--- src/rtl/execute_controller.sv ---
// Execute-stage controller: decodes MIPS opcode/funct into ALU and memory controls.
// Optional multi-cycle MULT support is enabled by defining EXEC_CTRL_MULT_EN.
module execute_controller #(
  parameter int MULT_CYCLES = 4
) (
  input  logic        clock,
  input  logic        reset,
  input  logic        in_valid,
  output logic        in_ready,
  input  logic [5:0]  opcode,
  input  logic [5:0]  funct,
  input  logic        stall_in,
  input  logic        flush,
  output logic        ex_valid,
  output logic        sel,
  output logic [2:0]  alu_op,
  output logic        mem_read,
  output logic        mem_write,
  output logic        reg_write,
  output logic        mult_start,
  output logic        busy,
  output logic        illegal,
  output logic [15:0] issue_count
);

  typedef enum logic [1:0] {IDLE, ISSUE, MULT} state_t;

  state_t      state, state_nx;
  logic [3:0]  cnt, cnt_nx;
  logic        ex_valid_nx, sel_nx, mem_read_nx, mem_write_nx, reg_write_nx;
  logic        mult_start_nx, illegal_nx;
  logic [2:0]  alu_op_nx;
  logic        dec_ok, dec_mult, dec_sel, dec_mr, dec_mw, dec_rw;
  logic [2:0]  dec_op;
  logic        accept;

  assign in_ready = !stall_in && (state != MULT);
  assign accept   = in_valid && in_ready && !flush;
  assign busy     = (state == MULT);

  always_comb begin
    dec_ok   = 1'b0;
    dec_mult = 1'b0;
    dec_sel  = 1'b0;
    dec_op   = 3'd0;
    dec_mr   = 1'b0;
    dec_mw   = 1'b0;
    dec_rw   = 1'b0;
    if (opcode == 6'b000000) begin
      case (funct)
        6'b100000: begin dec_ok = 1'b1; dec_op = 3'd2; dec_rw = 1'b1; end
        6'b100010: begin dec_ok = 1'b1; dec_op = 3'd6; dec_rw = 1'b1; end
        6'b100100: begin dec_ok = 1'b1; dec_op = 3'd0; dec_rw = 1'b1; end
        6'b100101: begin dec_ok = 1'b1; dec_op = 3'd1; dec_rw = 1'b1; end
        6'b101010: begin dec_ok = 1'b1; dec_op = 3'd7; dec_rw = 1'b1; end
`ifdef EXEC_CTRL_MULT_EN
        6'b011000: begin dec_ok = 1'b1; dec_mult = 1'b1; end
`endif
        default:   dec_ok = 1'b0;
      endcase
    end else begin
      case (opcode)
        6'b001000: begin dec_ok = 1'b1; dec_op = 3'd2; dec_sel = 1'b1; dec_rw = 1'b1; end
        6'b100011: begin
          dec_ok = 1'b1; dec_op = 3'd2; dec_sel = 1'b1; dec_mr = 1'b1; dec_rw = 1'b1;
        end
        6'b101011: begin dec_ok = 1'b1; dec_op = 3'd2; dec_sel = 1'b1; dec_mw = 1'b1; end
        6'b000100: begin dec_ok = 1'b1; dec_op = 3'd6; end
        default:   dec_ok = 1'b0;
      endcase
    end
  end

  always_comb begin
    state_nx      = state;
    cnt_nx        = cnt;
    ex_valid_nx   = ex_valid;
    sel_nx        = sel;
    alu_op_nx     = alu_op;
    mem_read_nx   = mem_read;
    mem_write_nx  = mem_write;
    reg_write_nx  = reg_write;
    mult_start_nx = mult_start;
    illegal_nx    = illegal;
    if (flush || (!stall_in && state != MULT)) begin
      state_nx      = IDLE;
      cnt_nx        = 4'd0;
      ex_valid_nx   = 1'b0;
      sel_nx        = 1'b0;
      alu_op_nx     = 3'd0;
      mem_read_nx   = 1'b0;
      mem_write_nx  = 1'b0;
      reg_write_nx  = 1'b0;
      mult_start_nx = 1'b0;
      illegal_nx    = 1'b0;
      if (accept) begin
        if (dec_ok && dec_mult) begin
          state_nx      = MULT;
          mult_start_nx = 1'b1;
          cnt_nx        = 4'(MULT_CYCLES - 1);
        end else if (dec_ok) begin
          state_nx     = ISSUE;
          ex_valid_nx  = 1'b1;
          sel_nx       = dec_sel;
          alu_op_nx    = dec_op;
          mem_read_nx  = dec_mr;
          mem_write_nx = dec_mw;
          reg_write_nx = dec_rw;
        end else begin
          illegal_nx = 1'b1;
        end
      end
    end else if (stall_in) begin
      // The multiply keeps counting under stall; only its completion waits.
      if (state == MULT && cnt != 4'd0) cnt_nx = cnt - 4'd1;
    end else begin
      mult_start_nx = 1'b0;
      if (cnt == 4'd0) begin
        state_nx     = ISSUE;
        ex_valid_nx  = 1'b1;
        sel_nx       = 1'b0;
        alu_op_nx    = 3'd3;
        reg_write_nx = 1'b1;
      end else begin
        cnt_nx = cnt - 4'd1;
      end
    end
  end

  always_ff @(posedge clock) begin
    if (reset) begin
      state       <= IDLE;
      cnt         <= 4'd0;
      ex_valid    <= 1'b0;
      sel         <= 1'b0;
      alu_op      <= 3'd0;
      mem_read    <= 1'b0;
      mem_write   <= 1'b0;
      reg_write   <= 1'b0;
      mult_start  <= 1'b0;
      illegal     <= 1'b0;
      issue_count <= 16'd0;
    end else begin
      state       <= state_nx;
      cnt         <= cnt_nx;
      ex_valid    <= ex_valid_nx;
      sel         <= sel_nx;
      alu_op      <= alu_op_nx;
      mem_read    <= mem_read_nx;
      mem_write   <= mem_write_nx;
      reg_write   <= reg_write_nx;
      mult_start  <= mult_start_nx;
      illegal     <= illegal_nx;
      if (ex_valid && !stall_in) issue_count <= issue_count + 16'd1;
    end
  end

endmodule

--- config.mk ---
export PLATFORM = sky130hd
export DESIGN_NAME = execute_controller
export DESIGN_NICKNAME = d
export VERILOG_FILES = /design/src/rtl/execute_controller.sv
export SDC_FILE = /design/constraint.sdc
export NUM_CORES = 1
export LEC_CHECK = 0
export CAP_MARGIN = 15
export CELL_PAD_IN_SITES_DETAIL_PLACEMENT = 0
export CELL_PAD_IN_SITES_GLOBAL_PLACEMENT = 1
export CORE_UTILIZATION = 31
export CTS_CLUSTER_SIZE = 28
export DETAILED_ROUTE_END_ITERATION = 10
export PLACE_DENSITY_LB_ADDON = 0.1
export SKIP_CTS_REPAIR_TIMING = 1
export SLEW_MARGIN = 20
export SYNTH_ARGS = -nofsm -noshare
export SYNTH_HDL_FRONTEND = slang
export SYNTH_SLANG_ARGS = --single-unit
--- constraint.sdc ---
create_clock -name clock -period 2 [get_ports clock]
set_clock_uncertainty 0.05 [all_clocks]
set_input_delay 0.4 -clock clock [delete_from_list [all_inputs] [get_ports clock]]
set_output_delay 0.4 -clock clock [all_outputs]
set_load 0.03 [all_outputs]
* Word level (Yosys, flattened, before mapping)
Index checks and enable logic that the tools add are counted.
** Storage, ports and cells
- Register bits after elaboration :: 31
- Bits of input ports :: 17
- Logic and storage cells :: 91
** Cells by class
- Equality and inequality tests :: 14
- Reduce and logical (&&, ||, !) cells :: 19
- Add/subtract/negate cells :: 2
- Muxes and demuxes :: 46
** Operators with widths (count)
- 6-bit == test, second input constant :: 7
- 1-bit 2-to-1 mux :: 32
- 3-bit 2-to-1 mux :: 6
- 16-bit by 1-bit adder with 16-bit output, second input constant :: 1
- 4-bit 2-to-1 mux :: 3
- 3-bit case mux with 4 select lines :: 1
- 6-bit by 3-bit == test with 1-bit output, second input constant :: 1
- 6-bit by 4-bit == test with 1-bit output, second input constant :: 1
- 6-bit logical NOT :: 1
- 2-bit 2-to-1 mux :: 3
- 3-bit case mux with 2 select lines :: 1
- 1-bit logical AND :: 5
- 5-bit OR reduction :: 1
- 4-bit logical NOT :: 1
- 2-bit by 1-bit != test with 1-bit output, second input constant :: 2
- 2-bit != test, second input constant :: 2
- 2-bit AND reduction :: 2
- 4-bit nonzero test :: 1
- 2-bit OR reduction :: 2
- 4-bit OR reduction :: 1
- 4-bit by 1-bit subtractor with 4-bit output, second input constant :: 1
- 3-bit OR reduction :: 1
- 2-bit == test, second input constant :: 1
- 1-bit logical NOT :: 2
- other kinds (2) :: 2

* Logic depth before layout (Yosys ltp)
- Depth in word-level cells :: 7
- Depth in mapped cells :: 5
- Depth with buffers taken out :: 5

* Worst setup path before layout
Ideal clock, no wire load.
- Path type :: reg2reg
- Start :: reg issue_count[4]
- End :: reg issue_count[15]
- Stages on the path, launching flop included :: 5
- Data arrival time :: 1698 ps
- Setup slack :: 181 ps
- Required time :: 1879 ps
- Library setup time :: 71 ps
- Cells stage by stage :: dfxtp_1 -> nand4_2 -> or2_4 -> or4_1 -> a21oi_1
** On the way
- Word-level cells in the longest chain between the ends :: 1
** RTL lines
- start: declaration :: line 23 : output logic [15:0] issue_count
- start signal: assignment :: line 154 : if (ex_valid && !stall_in) issue_count <= issue_count + 16'd1;
- 16-bit by 1-bit adder with 16-bit output :: line 154
No other way between the ends.
A chain may end at the register's enable or synchronous reset.

* Worst setup path in the final report
- Start :: in stall_in
- End :: reg issue_count[15]
** On the way
- Word-level cells in the longest chain between the ends :: 2
** RTL lines
- start: declaration :: line 12 : input logic stall_in,
- 1-bit logical NOT :: line 154
- 1-bit logical AND :: line 154
No other way between the ends.

==> metrics.md <==
| Metric | Value |
|---|---|
| Number of antenna violations at the first check in global routing | `0` |
| Post-layout min period | `1910 ps` |
| Via density | `4.95` |
| Number of enable-type register cells in the synthesized netlist | `0` |
| Post-synthesis area per instance | `8.54 um2` |
| Final Net Count | `about 230` |
| Max cap viols | `0` |
| Largest family of logic cells by synthesized area | `simple AND/OR/NAND/NOR gates` |
| Most common library cells after synthesis | `dfxtp_1 (25), nor2_1 (17), nand2_1 (15)` |
| Top flip-flop cell by instance count after synthesis | `dfxtp_1` |
| I/O pin count | `45` |
| Start point of the critical path | `stall_in` |
| Setup slack on the worst flop-to-flop path | `approximately 260 ps` |
| Die width | `65.4 um` |
| Final GP Congestion | `0.838` |
| Fraction of synthesized cell area taken by the top area cell type | `0.402` |
| Number of inserted filler cells in the final layout | `roughly 360` |
| Clock edge transition at the registers on the reported setup and hold paths | `80 ps` |
| First-pass GRT wire length | `5130 um` |
| Reg2reg path depth | `4` |
| Effective utilization at floorplan | `0.330` |
| Nature of the critical path endpoint | `flip-flop` |
| Core Area | `0.00377 mm2` |
| Crit Reg-Reg Startpoint | `issue_count[3]` |
| Detailed-routing iteration count for the pre-antenna-repair pass | `4` |
| Multiplexer share of the synthesized area | `0.00803` |
| Data arrival time of the worst path | `2060 ps` |
| Final number of hold-violating endpoints | `0` |
| Later-pin clock latency in the skew report | `260 ps` |
| Clock sink total | `25` |
| Outcome | `complete, no violations` |
| Sequential fraction of the synthesis area | `0.402` |
| Max Buffers Root-to-Sink | `2` |
| Kind of critical path | `in2reg` |
| Cell area after synthesis | `0.00125 mm2` |
| Maximum vdd drop | `0.257 mV` |
| Start point of the worst min-delay path | `sel` |
| Basic-gate share of the synthesized area counting and, or, nand and nor cells | `0.324` |
| Most frequent cell after synthesis | `dfxtp_1` |
| Clock tree from TritonCTS | `done` |
| Pins over their slew limit | `0` |
| Total length of routed wires | `3100 um` |
| Ratio of final minimum period to clock period | `0.954` |
| Vias after detailed routing | `1257` |
| Worst endpoint required time | `2150 ps` |
| Root Buffer | `clkbuf_8` |
| Number of global-route vias before repair | `1163` |
| Peak Freq | `between 500 and 600 MHz` |
| Maximum fanout along the worst path | `5` |
| Count of H-tree levels built during CTS | `1` |
| Endpoint of the lowest-slack register-to-register path | `issue_count[15]` |
| Residual DRC | `0` |
| HP Class | `reg2reg` |
| Min-Delay Endpoint | `sel` |
| Synth unique cells | `44` |
| Area of the die | `0.00428 mm2` |
| Leak Pwr | `0.674 nW` |
| All-Layer GR Usage | `0.153` |
| Share of final-layout standard cells stronger than drive strength 1 | `0.146` |
| Drt wl/cell | `12.2 um` |
| Antenna diode instance count | `0` |
| Congestion Overflow GR | `0` |
| Leading cell types by total area after synthesis | `dfxtp_1 (40%), nor2_1 (5.1%), nand2_1 (4.5%)` |
| Total power after layout | `~0.9 mW` |
| Input/output buffers | `42` |
| Sequential cell area in the final layout | `500 um2` |
| Area added between synthesis and finish | `51.7%` |
| Power density relative to cell area | `476 mW/mm2` |
| Total CTS buffers | `3` |
| Number of rows created at floorplan | `22` |
| Warnings from Yosys | `0` |
| Leading area contributor after synthesis | `dfxtp_1` |
| Post-synthesis share of cell area spent on full adders, half adders and majority gates | `0.0100` |
| Share of synthesized flip-flops with an asynchronous set or reset | `0` |
| 1st-iter DRT viols | `53` |
| Hold Crit Depth | `2` |
| Total of endpoints with negative setup slack in the final report | `0` |
| Smallest hold slack | `410 ps` |
| Maximum number of pins on one net before global-route repair | `20` |
| Type of element launching the critical path | `primary input` |
| Number of instances in the synthesized netlist | `about 150` |
| Number of nets with antenna violations after routing | `0` |
| Number of register bits inferred by synthesis | `25` |
| Overall die height | `65.4 um` |
| Area of combinational cells with multiple inputs | `724 um2` |
| DP Wirelength | `roughly 2400 um` |
| Post-synthesis share of cell area spent on xor and xnor gates | `0.0773` |
| Synthesized-area fraction occupied by ao, oa, aoi and oai cells | `0.146` |
## flip-flops by register name, indices dropped and copies added, names as in the netlist
name / count
state: 1
sel: 1
issue_count: 16
alu_op: 3
illegal: 1
mem_write: 1
reg_write: 1
mem_read: 1
## through the flow
| step | instances | utilization | setup slack (ps) | setup TNS (ps) | instance area (um2) |
|---|---|---|---|---|---|
| floorplan | 147 | - | 181 | 0 | 1250 |
| global placement | 250 | 0.486 | -181 | -1340 | 1830 |
| detailed placement | 250 | 0.486 | -242 | -1560 | 1830 |
| CTS | 254 | 0.498 | 28.9 | 0 | 1880 |
| global route | 254 | 0.501 | -3.40 | -3.40 | 1890 |
| finish | 254 | 0.501 | 91.7 | 0 | 1890 |
## cell families after synthesis
| family | count (synthesis) |
|---|---|
| AOI/OAI and AO/OA | 28 |
| xor gates and xnor gates | 11 |
| adders and majority gates | 1 |
| buffers and inverters | 8 |
| DFF | 25 |
| muxes | 1 |
| other | 1 |
| and+or+nand+nor | 71 |
## final cells by class
| class | count | share of cell area |
|---|---|---|
| multi-input combinational | 114 | 0.383 |
| timing repair buffer | 59 | 0.289 |
| sequential | 25 | 0.265 |
| tap | 48 | 0.0318 |
| clock buffer | 4 | 0.0238 |
| inverter | 4 | 0.00794 |
## per-layer routing
metal	vias to the layer above	track usage	wire (um)
met5	-	0	0
met4	0	0.0408	14
met3	2	0.0330	128
met2	28	0.299	1650
met1	576	0.162	1300
li1	651	-	-
## worst max-delay path, cell delays in order
cell	delay, ps
clkdlybuf4s50_1	450
nand3b_4	180
or3_4	400
or4_1	480
a21oi_1	140
## layout by cell type (no fill, tap or decap), types with 4 or more instances in the layout
master           synthesis  routed
xnor2_1                  6       6
xor2_1                   5       5
dfxtp_1                 25      25
o21ai_0                  8       8
inv_1                    4       4
nor3_1                   6       6
nand2_1                 15      15
nor2_1                  17      17
clkdlybuf4s50_1          0      41
nand3_1                  4       4
buf_4                    2      18
a21oi_1                  7       7
or3_1                    4       4
## report_power, final
| part | internal [mW] | leakage (nW) | switching, mW | total [mW] |
|---|---|---|---|---|
| Sequential | 0.498 | 0.201 | 0.000964 | 0.499 |
| Clock | 0.142 | 0.0228 | 0.155 | 0.297 |
| Combinational | 0.0563 | 0.450 | 0.0486 | 0.105 |
## worst max-delay path by stage
| stage | to | slack [ps] | depth (start not counted) |
|---|---|---|---|
| 2_1_floorplan | issue_count[15] | 180 | 4 |
| 3_3_place_gp | mem_write | -180 | 5 |
| 3_5_place_dp | mem_write | -240 | 5 |
| 4_1_cts | mem_write | 30 | 5 |
| 5_1_grt | illegal | -3 | 5 |
| 6_report | issue_count[15] | 90 | 5 |
Note: power is estimated with default switching activity, not from simulation.
